==> src/rtl/serial_add_pkg.sv <==
// Shared types and constants for the bit-serial adder sequencer.
package serial_add_pkg;

  typedef enum logic [1:0] {
    IDLE = 2'd0,
    RUN  = 2'd1,
    DONE = 2'd2
  } state_t;

  localparam int DEFAULT_WIDTH = 8;

endpackage

==> src/rtl/half_adder.sv <==
// One-bit half adder; building block for the serial bit cell.
module half_adder (
  input  logic a,
  input  logic b,
  output logic s,
  output logic c
);

  assign s = a ^ b;
  assign c = a & b;

endmodule

==> src/rtl/serial_bit_cell.sv <==
// Combinational one-bit full adder made of two half adders and an OR of their carries.
module serial_bit_cell (
  input  logic a,
  input  logic b,
  input  logic ci,
  output logic s,
  output logic co
);

  logic s0;
  logic c0;
  logic c1;

  half_adder u_ha0 (
    .a (a),
    .b (b),
    .s (s0),
    .c (c0)
  );

  half_adder u_ha1 (
    .a (s0),
    .b (ci),
    .s (s),
    .c (c1)
  );

  assign co = c0 | c1;

endmodule

==> src/rtl/serial_add_ctrl.sv <==
// Bit-serial adder sequencer: LSB-first, one bit per clock through a shared full-adder cell.
// Handshakes: a transfer happens on a rising edge where valid and ready are both high.
module serial_add_ctrl
  import serial_add_pkg::*;
#(
  parameter int WIDTH = DEFAULT_WIDTH
) (
  input  logic             clk,
  input  logic             rst,
  input  logic             start_valid,
  output logic             start_ready,
  input  logic [WIDTH-1:0] a,
  input  logic [WIDTH-1:0] b,
  output logic [WIDTH-1:0] sum,
  output logic             cout,
  output logic             done_valid,
  input  logic             done_ready,
  output logic             busy,
  output state_t           state_dbg
);

  localparam int CNT_W = $clog2(WIDTH);
  localparam logic [CNT_W-1:0] LAST_BIT = CNT_W'(WIDTH - 1);

  state_t           state_q, state_d;
  logic [WIDTH-1:0] sa_q, sa_d;
  logic [WIDTH-1:0] sb_q, sb_d;
  logic [WIDTH-1:0] sum_q, sum_d;
  logic             cout_q, cout_d;
  logic             carry_q, carry_d;
  logic [CNT_W-1:0] cnt_q, cnt_d;
  logic             bit_s;
  logic             bit_co;

  serial_bit_cell u_cell (
    .a  (sa_q[0]),
    .b  (sb_q[0]),
    .ci (carry_q),
    .s  (bit_s),
    .co (bit_co)
  );

  always_comb begin
    state_d = state_q;
    sa_d    = sa_q;
    sb_d    = sb_q;
    sum_d   = sum_q;
    cout_d  = cout_q;
    carry_d = carry_q;
    cnt_d   = cnt_q;
    case (state_q)
      IDLE: begin
        if (start_valid) begin
          sa_d    = a;
          sb_d    = b;
          carry_d = 1'b0;
          cnt_d   = '0;
          state_d = RUN;
        end
      end
      RUN: begin
        // After WIDTH shifts the sum register holds only freshly computed bits.
        sum_d   = {bit_s, sum_q[WIDTH-1:1]};
        sa_d    = sa_q >> 1;
        sb_d    = sb_q >> 1;
        carry_d = bit_co;
        cnt_d   = cnt_q + CNT_W'(1);
        if (cnt_q == LAST_BIT) begin
          cout_d  = bit_co;
          state_d = DONE;
        end
      end
      DONE: begin
        if (done_ready) state_d = IDLE;
      end
      default: state_d = IDLE;
    endcase
  end

  always_ff @(posedge clk or posedge rst) begin
    if (rst) begin
      state_q <= IDLE;
      sa_q    <= '0;
      sb_q    <= '0;
      sum_q   <= '0;
      cout_q  <= 1'b0;
      carry_q <= 1'b0;
      cnt_q   <= '0;
    end else begin
      state_q <= state_d;
      sa_q    <= sa_d;
      sb_q    <= sb_d;
      sum_q   <= sum_d;
      cout_q  <= cout_d;
      carry_q <= carry_d;
      cnt_q   <= cnt_d;
    end
  end

  assign start_ready = (state_q == IDLE);
  assign done_valid  = (state_q == DONE);
  assign busy        = (state_q != IDLE);
  assign sum         = sum_q;
  assign cout        = cout_q;
  assign state_dbg   = state_q;

endmodule

==> config.mk <==
export PLATFORM = sky130hd
export DESIGN_NAME = serial_add_ctrl
export DESIGN_NICKNAME = d
export VERILOG_FILES = /design/src/rtl/serial_add_pkg.sv /design/src/rtl/half_adder.sv /design/src/rtl/serial_bit_cell.sv /design/src/rtl/serial_add_ctrl.sv
export SDC_FILE = /design/constraint.sdc
export NUM_CORES = 1
export LEC_CHECK = 0
export ABC_AREA = 0
export CAP_MARGIN = 20
export CORE_MARGIN = 3
export CORE_UTILIZATION = 33
export CTS_CLUSTER_DIAMETER = 80
export DETAILED_ROUTE_END_ITERATION = 7
export MAX_ROUTING_LAYER = met4
export PLACE_DENSITY = 0.61
export RECOVER_POWER = 25
export SLEW_MARGIN = 10
export SYNTH_ARGS = -nofsm -noshare
export SYNTH_HDL_FRONTEND = slang
export SYNTH_SLANG_ARGS = --single-unit
==> constraint.sdc <==
create_clock -name clk -period 1.56 [get_ports clk]
set_input_delay 0.39 -clock clk [delete_from_list [all_inputs] [get_ports clk]]
set_output_delay 0.39 -clock clk [all_outputs]
set_load 0.01 [all_outputs]
== Word level (Yosys, flattened, before mapping) ==
Index checks and enable logic that the tools add are counted.
Word-level totals
  output and inout bits: 14
  register bits: 31
  logic and storage cells: 37
Cells by class
  $add $sub $neg: 1
  mux-type cells: 12
  equality and inequality tests: 6
  reductions and logical operators: 6
  bitwise logic cells: 5
Operator list (count)
  $pmux W8 S2: 2
  $mux W8: 2
  $mux W2: 3
  $pmux W2 S3: 1
  $pmux W3 S2: 1
  $ne A2 B2 Y1 const B: 2
  $reduce_and A2 Y1: 2
  $reduce_bool A2 Y1: 2
  $add A3 B1 Y3 const B: 1
  $eq A3 B3 Y1 const B: 1
  $mux W3: 1
  $reduce_and A3 Y1: 1
  $and A1 B1 Y1: 2
  $eq A2 B1 Y1 const B: 1
  $eq A2 B2 Y1 const B: 1
  $logic_not A2 Y1: 1
  $ne A2 B1 Y1 const B: 1
  $pmux W1 S2: 1
  $xor A1 B1 Y1: 2
  $mux W1: 1
  $or A1 B1 Y1: 1

== Longest topological paths before layout ==
Gate-level depths: netlist of run 1.
  depth in word-level cells: 4
  mapped depth: 4
  gate-level depth less buffers: 4

== By module ==
Synthesis of run 1 repeated with hierarchy kept, for this count alone.
Second synthesis, totals
  cell total of the unflattened synthesis: 131
  area total of the unflattened synthesis: 1516.5 µm²
By module, submodules not included
  serial_add_ctrl: cells each 128, area each 1485.2 µm², sequential area each 775.7 µm², times used 1
  half_adder: cells each 1, area each 12.5 µm², sequential area each 0.0 µm², times used 2
  serial_bit_cell: cells each 1, area each 6.3 µm², sequential area each 0.0 µm², times used 1

== Worst setup path before layout of run 1 ==
OpenSTA, ideal clock, no wires.
  path type: register to output
  start: reg state_q[0] (netlist: state_dbg[0])
  end: out busy
  cell stages (with the launch flop): 4
  setup slack: 0.182 ns
  arrival time: 0.988 ns
  path buffers: 1
  path through: dfrtp_1 -> buf_2 -> nor2_1 -> inv_1
On the way
  word-level cells in the longest chain between the ends: 1
RTL lines
  start, declared: line serial_add_ctrl.sv:25  | state_t state_q, state_d;
  start signal, assigned: line serial_add_ctrl.sv:90  | state_q <= state_d;
  $reduce_bool A2 Y1: line serial_add_ctrl.sv:102  | assign busy = (state_q != IDLE);
  end, declared: line serial_add_ctrl.sv:18  | output logic busy,
No other way between the ends.

== Worst setup path after layout of run 1 ==
  start: reg state_q[1] (netlist: state_dbg[1])
  end: reg sa_q[1]
On the way
  word-level cells in the longest chain between the ends: 3
  elaborated cells between the ends (all ways): 6
  classes of those cells: eq/ne (2); mux (1); reduce/logical (3)
RTL lines
  $eq A2 B1 Y1 or $logic_not A2 Y1 (tied branches): line serial_add_ctrl.sv:51  | case (state_q)
  $reduce_bool A2 Y1 (no line) or $ne A2 B2 Y1 (tied branches)
  $reduce_and A2 Y1 (no line)
  end signal, assigned: line serial_add_ctrl.sv:83  | sa_q <= '0;
  end signal, assigned: line serial_add_ctrl.sv:91  | sa_q <= sa_d;
  end, declared: line serial_add_ctrl.sv:26  | logic [WIDTH-1:0] sa_q, sa_d;
Parallel ways exist; a longest one is shown, timed or not.
A chain may end at the register's enable or synchronous reset.

==> results of run 1 <==
## kinds of logic (layout without fill, tap and decap cells)
group / Yosys count / in the layout
adders and majority gates: 3 / 3
DFF: 31 / 31
buffers and inverters: 21 / 68
AOI/OAI and AO/OA: 23 / 23
muxes: 10 / 10
and+or+nand+nor: 32 / 32
## cells in the final DEF (no fill, tap or decap), drive strengths merged, types with 2 or more instances in the layout
cell,Yosys,routed
a211o,2,2
a211oi,6,6
a22o,3,3
buf,9,19
clkbuf,2,8
clkdlybuf4s50,0,18
dfrtp,31,31
dlygate4sd2,0,10
ha,2,2
inv,10,10
mux2,9,9
nand2b,4,4
nor2b,2,2
nor3b,9,9
nor4b,6,6
nor4bb,2,2
o221a,7,7
or4b,7,7
## synthesized netlist by cell type, types with 3 or more instances
cell / number / area share [%]
mux2_2: 8 / 6.0
nor3b_1: 9 / 4.5
nor4b_1: 6 / 3.5
o221a_2: 7 / 5.3
or4b_1: 7 / 4.7
nand2b_1: 4 / 1.7
inv_1: 10 / 2.5
a211oi_1: 6 / 3.0
a22o_1: 3 / 1.8
buf_2: 8 / 2.7
dfrtp_1: 31 / 52
## metal layers
metal	part of all wire [%]	track usage [%]
met5	0	-
met3	5.0	3.28
met2	51	23.0
met4	1.1	4.23
met1	43	16.3
## report_power, final
| part | switching [mW] | internal [mW] | leakage (nW) |
|---|---|---|---|
| Combinational | 0.736 | 0.998 | 0.523 |
| Clock | 0.273 | 0.345 | 0.0470 |
| Sequential | 0.234 | 1.20 | 0.363 |
| Total | 1.24 | 2.55 | 0.933 |
## path summary, 6_finish.rpt
kind,start,end,cells after the start
max in group asynchronous,rst,state_dbg[0],3
setup / recovery,state_dbg[1],sa_q[1],4
hold / removal,sum[0],sum[0],1
hold reg to reg,sum[0],sum[0],1
setup reg to reg,state_dbg[1],sa_q[1],4
min in group asynchronous,rst,sum[0],3
## flip-flops by register name, summed over array words and instances (netlist names)
register / flops
sb_q: 8
cout: 1
state_dbg: 2
sum: 8
sa_q: 8
cnt_q: 3
carry_q: 1
## what timing repair did
action,CTS,global route
pin swaps,0,1
buffers inserted,2,0
gates resized for setup,25,5
endpoints found under the setup margin,13,6
## stage by stage
stage,cell area [µm²],hold slack [ns],worst slack (ns)
final,2050,0.484,0.0538
after global routing,2050,0.516,0.00421
after CTS,2060,0.462,-0.0667
after detailed placement,1960,0.486,-0.162
after global placement,1960,0.469,-0.128
after floorplan,1500,0.457,0.182
## area by class of cell
type,instances,area share [%]
flip-flops and latches,31,37.9
multi-input cells,68,31.1
repair buffers,51,21.9
clock buffers,6,4.02
well taps,50,3.05
inverters,10,1.83
clock inverters,1,0.244
==> flow_summary_export.csv, run 1 <==
group,metric,value,unit
finish,nets,190,
setup_path,ff2ff_setup_slack,0.05,ns
setup_path,startpoint_type,"flip-flop",
finish,antenna_cells,0,
timing,fmax,664,MHz
timing,fin_worst_skew,0.00555,ns
synthesis,synth_cells,120,
synthesis,synthXorXnorAreaFrac,0,%
timing,slew_viol_final,0,
die,initial_utilization,35.9,%
cts,worstSkewPairLatency,0.27,ns
synthesis,synth_area,0.00150,mm²
worst_hold_path,hp-class,"flip-flop to flip-flop",
pwr,total_power,3.79,mW
global_routing,grt_pass1_wl,5.60,mm
cts,cts_hold_buf,0,
finish,drive_gt1_share,29.3,%
pwr,p_per_area,1850,mW/mm²
synthesis,synth_fa_ha_area_share,3.01,%
finish,utilization,49.2,%
timing,tightest_slew,0.781,ns
synthesis,synth-edff-count,0,
pwr,leakagePower,0.933,nW
cts,cts_tree,"done",
synthesis,async_reset_ff_share,100,%
timing,rsz0062_at_grt,"false",
drt,via_per_inst,5.02,
timing,slew_headroom,47.9,%
drt,drtIter0Drc,44,
die,rows,23,
setup_path,worstPathRequired,1.72,ns
synthesis,yosys_most_used_dff,"dfrtp_1",
finish,final_cells,217,
timing,fin_tns_setup,0,ns
finish,multi_input_area,638,µm²
cts,clk_path_buf_depth,2,
timing,min_period_over_period,96.5,%
drt,wl_per_cell,14.2,µm
drt,drtPass1Iterations,4,
die,ioPinCount,34,
cts,cts_root_buf,"clkbuf_8",
setup_path,arrival,1.67,ns
timing,final_hold_viol_count,0,
cts,clock-sinks,31,
place,dp.cells,208,
place,gp_congestion,0.782,
setup_path,crit_type,"flip-flop to flip-flop",
finish,regArea,778,µm²
cts,cts_inserted_buffers,5,
place,io_buffers,33,
synthesis,syn_avg_cell_area,12.5,µm²
timing,setup_viol,0,
synthesis,synth_top_family_by_area,"simple AND/OR/NAND/NOR gates",
global_routing,overflow,0,
die,die_area,0.00538,mm²
outcome,outcome,"completed",
synthesis,synthSimpleGateAreaFrac,17.3,%
setup_path,cpLargestDelayFamily,"simple AND/OR/NAND/NOR gates",
setup_path,crit_chain,"buf_6 -> buf_4 -> or4b_1 -> o221a_2",
global_routing,grt_start_max_net_pins,32,
synthesis,yosysWarnings,0,
setup_path,path_buf_inv,2,
synthesis,synth.area.mux_share,7.44,%
timing,finalCriticalPeriod,1.51,ns
global_routing,grt_pass1_vias,1204,
finish,fillerInstances,387,
setup_path,critPathMaxFanout,13,
synthesis,syn-num-nets,143,
global_routing,track_usage,13.7,%
die,core-area,0.00417,mm²
pwr,ir_drop,0.884,mV
die,dieWidth,73.3,µm
setup_path,cp-end-kind,"flip-flop",
synthesis,ys_types,28,
drt,dr_total_vias,1089,
setup_path,critPathMaxStageDelay,0.53,ns
setup_path,cpMaxStageDelayCell,"or4b_1",
global_routing,antenna_found_initial,0,
place,dp_hpwl,2.24,mm
synthesis,seq_area_frac_synth,51.8,%
synthesis,synth_compound_area_share,13.9,%
die,dieHeight,73.3,µm
flow_run,drv_cap,0,
finish,area_delta_synth_final,37.2,%
drt,drc,0,
drt,finalWirelength,3.09,mm
synthesis,synth-seq-cells,31,
cts,worst_setup_hold_path_clk_slew,0.06,ns
cts,htree_levels,2,
drt,drtAntennaViolNets,0,
Power figures use the tool's default switching activity.
==> run 2: changes to the inputs <==
CORE_ASPECT_RATIO = 1.4   (was not set)
==> run 2 against run 1 <==
Compared with the run above:
- die area up 0.21%
- flip-flop and latch count unchanged
- via count up 4.5%
- design area up 3.1%
- combinational power up 5%
- critical path depth unchanged
- utilization down 0.077 points
- clock power up 32%
- critical path type unchanged
- highest routed layer unchanged
==> flow_summary_export.csv, run 2 (synthesis results as in run 1) <==
group,metric,value,unit
worst_hold_path,hp-class,"flip-flop to flip-flop",
global_routing,grt_start_max_net_pins,32,
die,dieHeight,85.7,µm
drt,drtAntennaViolNets,0,
drt,wl_per_cell,14.7,µm
timing,fin_tns_setup,0,ns
die,dieWidth,62.9,µm
flow_run,drv_cap,0,
timing,min_period_over_period,96.8,%
place,io_buffers,33,
global_routing,antenna_found_initial,0,
pwr,leakagePower,0.957,nW
setup_path,critPathMaxStageDelay,0.53,ns
timing,rsz0062_at_grt,"false",
finish,utilization,49.1,%
global_routing,grt_pass1_wl,5.82,mm
pwr,ir_drop,1.03,mV
pwr,total_power,4.09,mW
finish,area_delta_synth_final,41.5,%
timing,slew_viol_final,0,
cts,cts_tree,"done",
drt,drtPass1Iterations,4,
finish,layout_common_cells,"dfrtp_1 (30), clkdlybuf4s50_1 (18), buf_4 (14)",
setup_path,critPathMaxFanout,26,
timing,tightest_slew,0.782,ns
drt,finalWirelength,3.38,mm
cts,clock-sinks,31,
timing,fin_worst_skew,0.00488,ns
timing,finalCriticalPeriod,1.51,ns
global_routing,overflow,0,
timing,fin_hold_ws,0.486,ns
timing,fmax,662,MHz
setup_path,cp-end-kind,"flip-flop",
setup_path,worstPathRequired,1.73,ns
finish,drive_gt1_share,31.4,%
die,ioPinCount,34,
finish,antenna_cells,0,
setup_path,ff2ff_setup_slack,0.05,ns
drt,drc,0,
cts,clk_path_buf_depth,2,
setup_path,cpMaxStageDelayCell,"or4b_1",
setup_path,path_buf_inv,2,
die,die_area,0.00539,mm²
setup_path,arrival,1.68,ns
place,gp_congestion,0.755,
die,initial_utilization,34.7,%
cts,worstSkewPairLatency,0.28,ns
global_routing,grt_pass1_vias,1185,
global_routing,track_usage,14.5,%
cts,cts_root_buf,"clkbuf_8",
cts,htree_levels,2,
timing,final_hold_viol_count,0,
drt,drtIter0Drc,11,
die,rows,28,
timing,slew_headroom,47.9,%
outcome,outcome,"completed",
timing,setup_viol,0,
die,core-area,0.00431,mm²
cts,cts_inserted_buffers,5,
finish,nets,191,
cts,cts_hold_buf,0,
drt,dr_total_vias,1138,
pwr,p_per_area,1930,mW/mm²
place,dp_hpwl,2.29,mm
setup_path,startpoint_type,"flip-flop",
setup_path,cpLargestDelayFamily,"simple AND/OR/NAND/NOR gates",
setup_path,crit_chain,"buf_4 -> buf_6 -> or4b_1 -> o221a_2",
finish,layout_commonest_cell,"dfrtp_1",
drt,via_per_inst,4.97,
cts,worst_setup_hold_path_clk_slew,0.07,ns
setup_path,crit_type,"flip-flop to flip-flop",
## run 2: what timing repair did
item	in CTS	in global routing
buffers inserted	6	0
gates resized for setup	26	8
pin swaps	1	0
endpoints found under the setup margin	13	21
## run 2: report_power, final
group | internal, mW | switching (mW) | total, mW
Clock | 0.516 | 0.298 | 0.814
Sequential | 1.20 | 0.246 | 1.45
Combinational | 1.05 | 0.774 | 1.82
Total | 2.77 | 1.32 | 4.09
## run 2: through the flow
stage	worst slack [ns]	area, µm²	std cells
after floorplan	0.182	1500	120
after global placement	-0.123	1960	215
after detailed placement	-0.159	1960	215
after CTS	-0.0319	2120	229
after global routing	0.00218	2120	229
final	0.0500	2120	229
## run 2: path summary, 6_finish.rpt
| path | start | end | depth (start not counted) |
|---|---|---|---|
| max | state_dbg[1] | sa_q[4] | 4 |
| min | sum[0] | sum[0] | 1 |
| max reg2reg | state_dbg[1] | sa_q[4] | 4 |
| min reg2reg | sum[0] | sum[0] | 1 |
| max in group asynchronous | rst | state_dbg[1] | 3 |
| min in group asynchronous | rst | sa_q[3] | 3 |
## run 2: layer usage
layer | routed length (µm) | up-vias | global-route usage (%)
met4 | 80 | 0 | 6.83
li1 | - | 540 | -
met2 | 1750 | 27 | 23.3
met3 | 160 | 7 | 4.19
met5 | 0 | - | -
met1 | 1380 | 564 | 16.5
## run 2: area by class of cell
type / instances / area [µm²]
fillers: 408 / 2190
flip-flops and latches: 31 / 777
multi-input cells: 68 / 644
repair buffers: 52 / 465
clock buffers: 6 / 82.6
well taps: 60 / 75.1
inverters: 10 / 37.5
clock inverters: 2 / 35.0
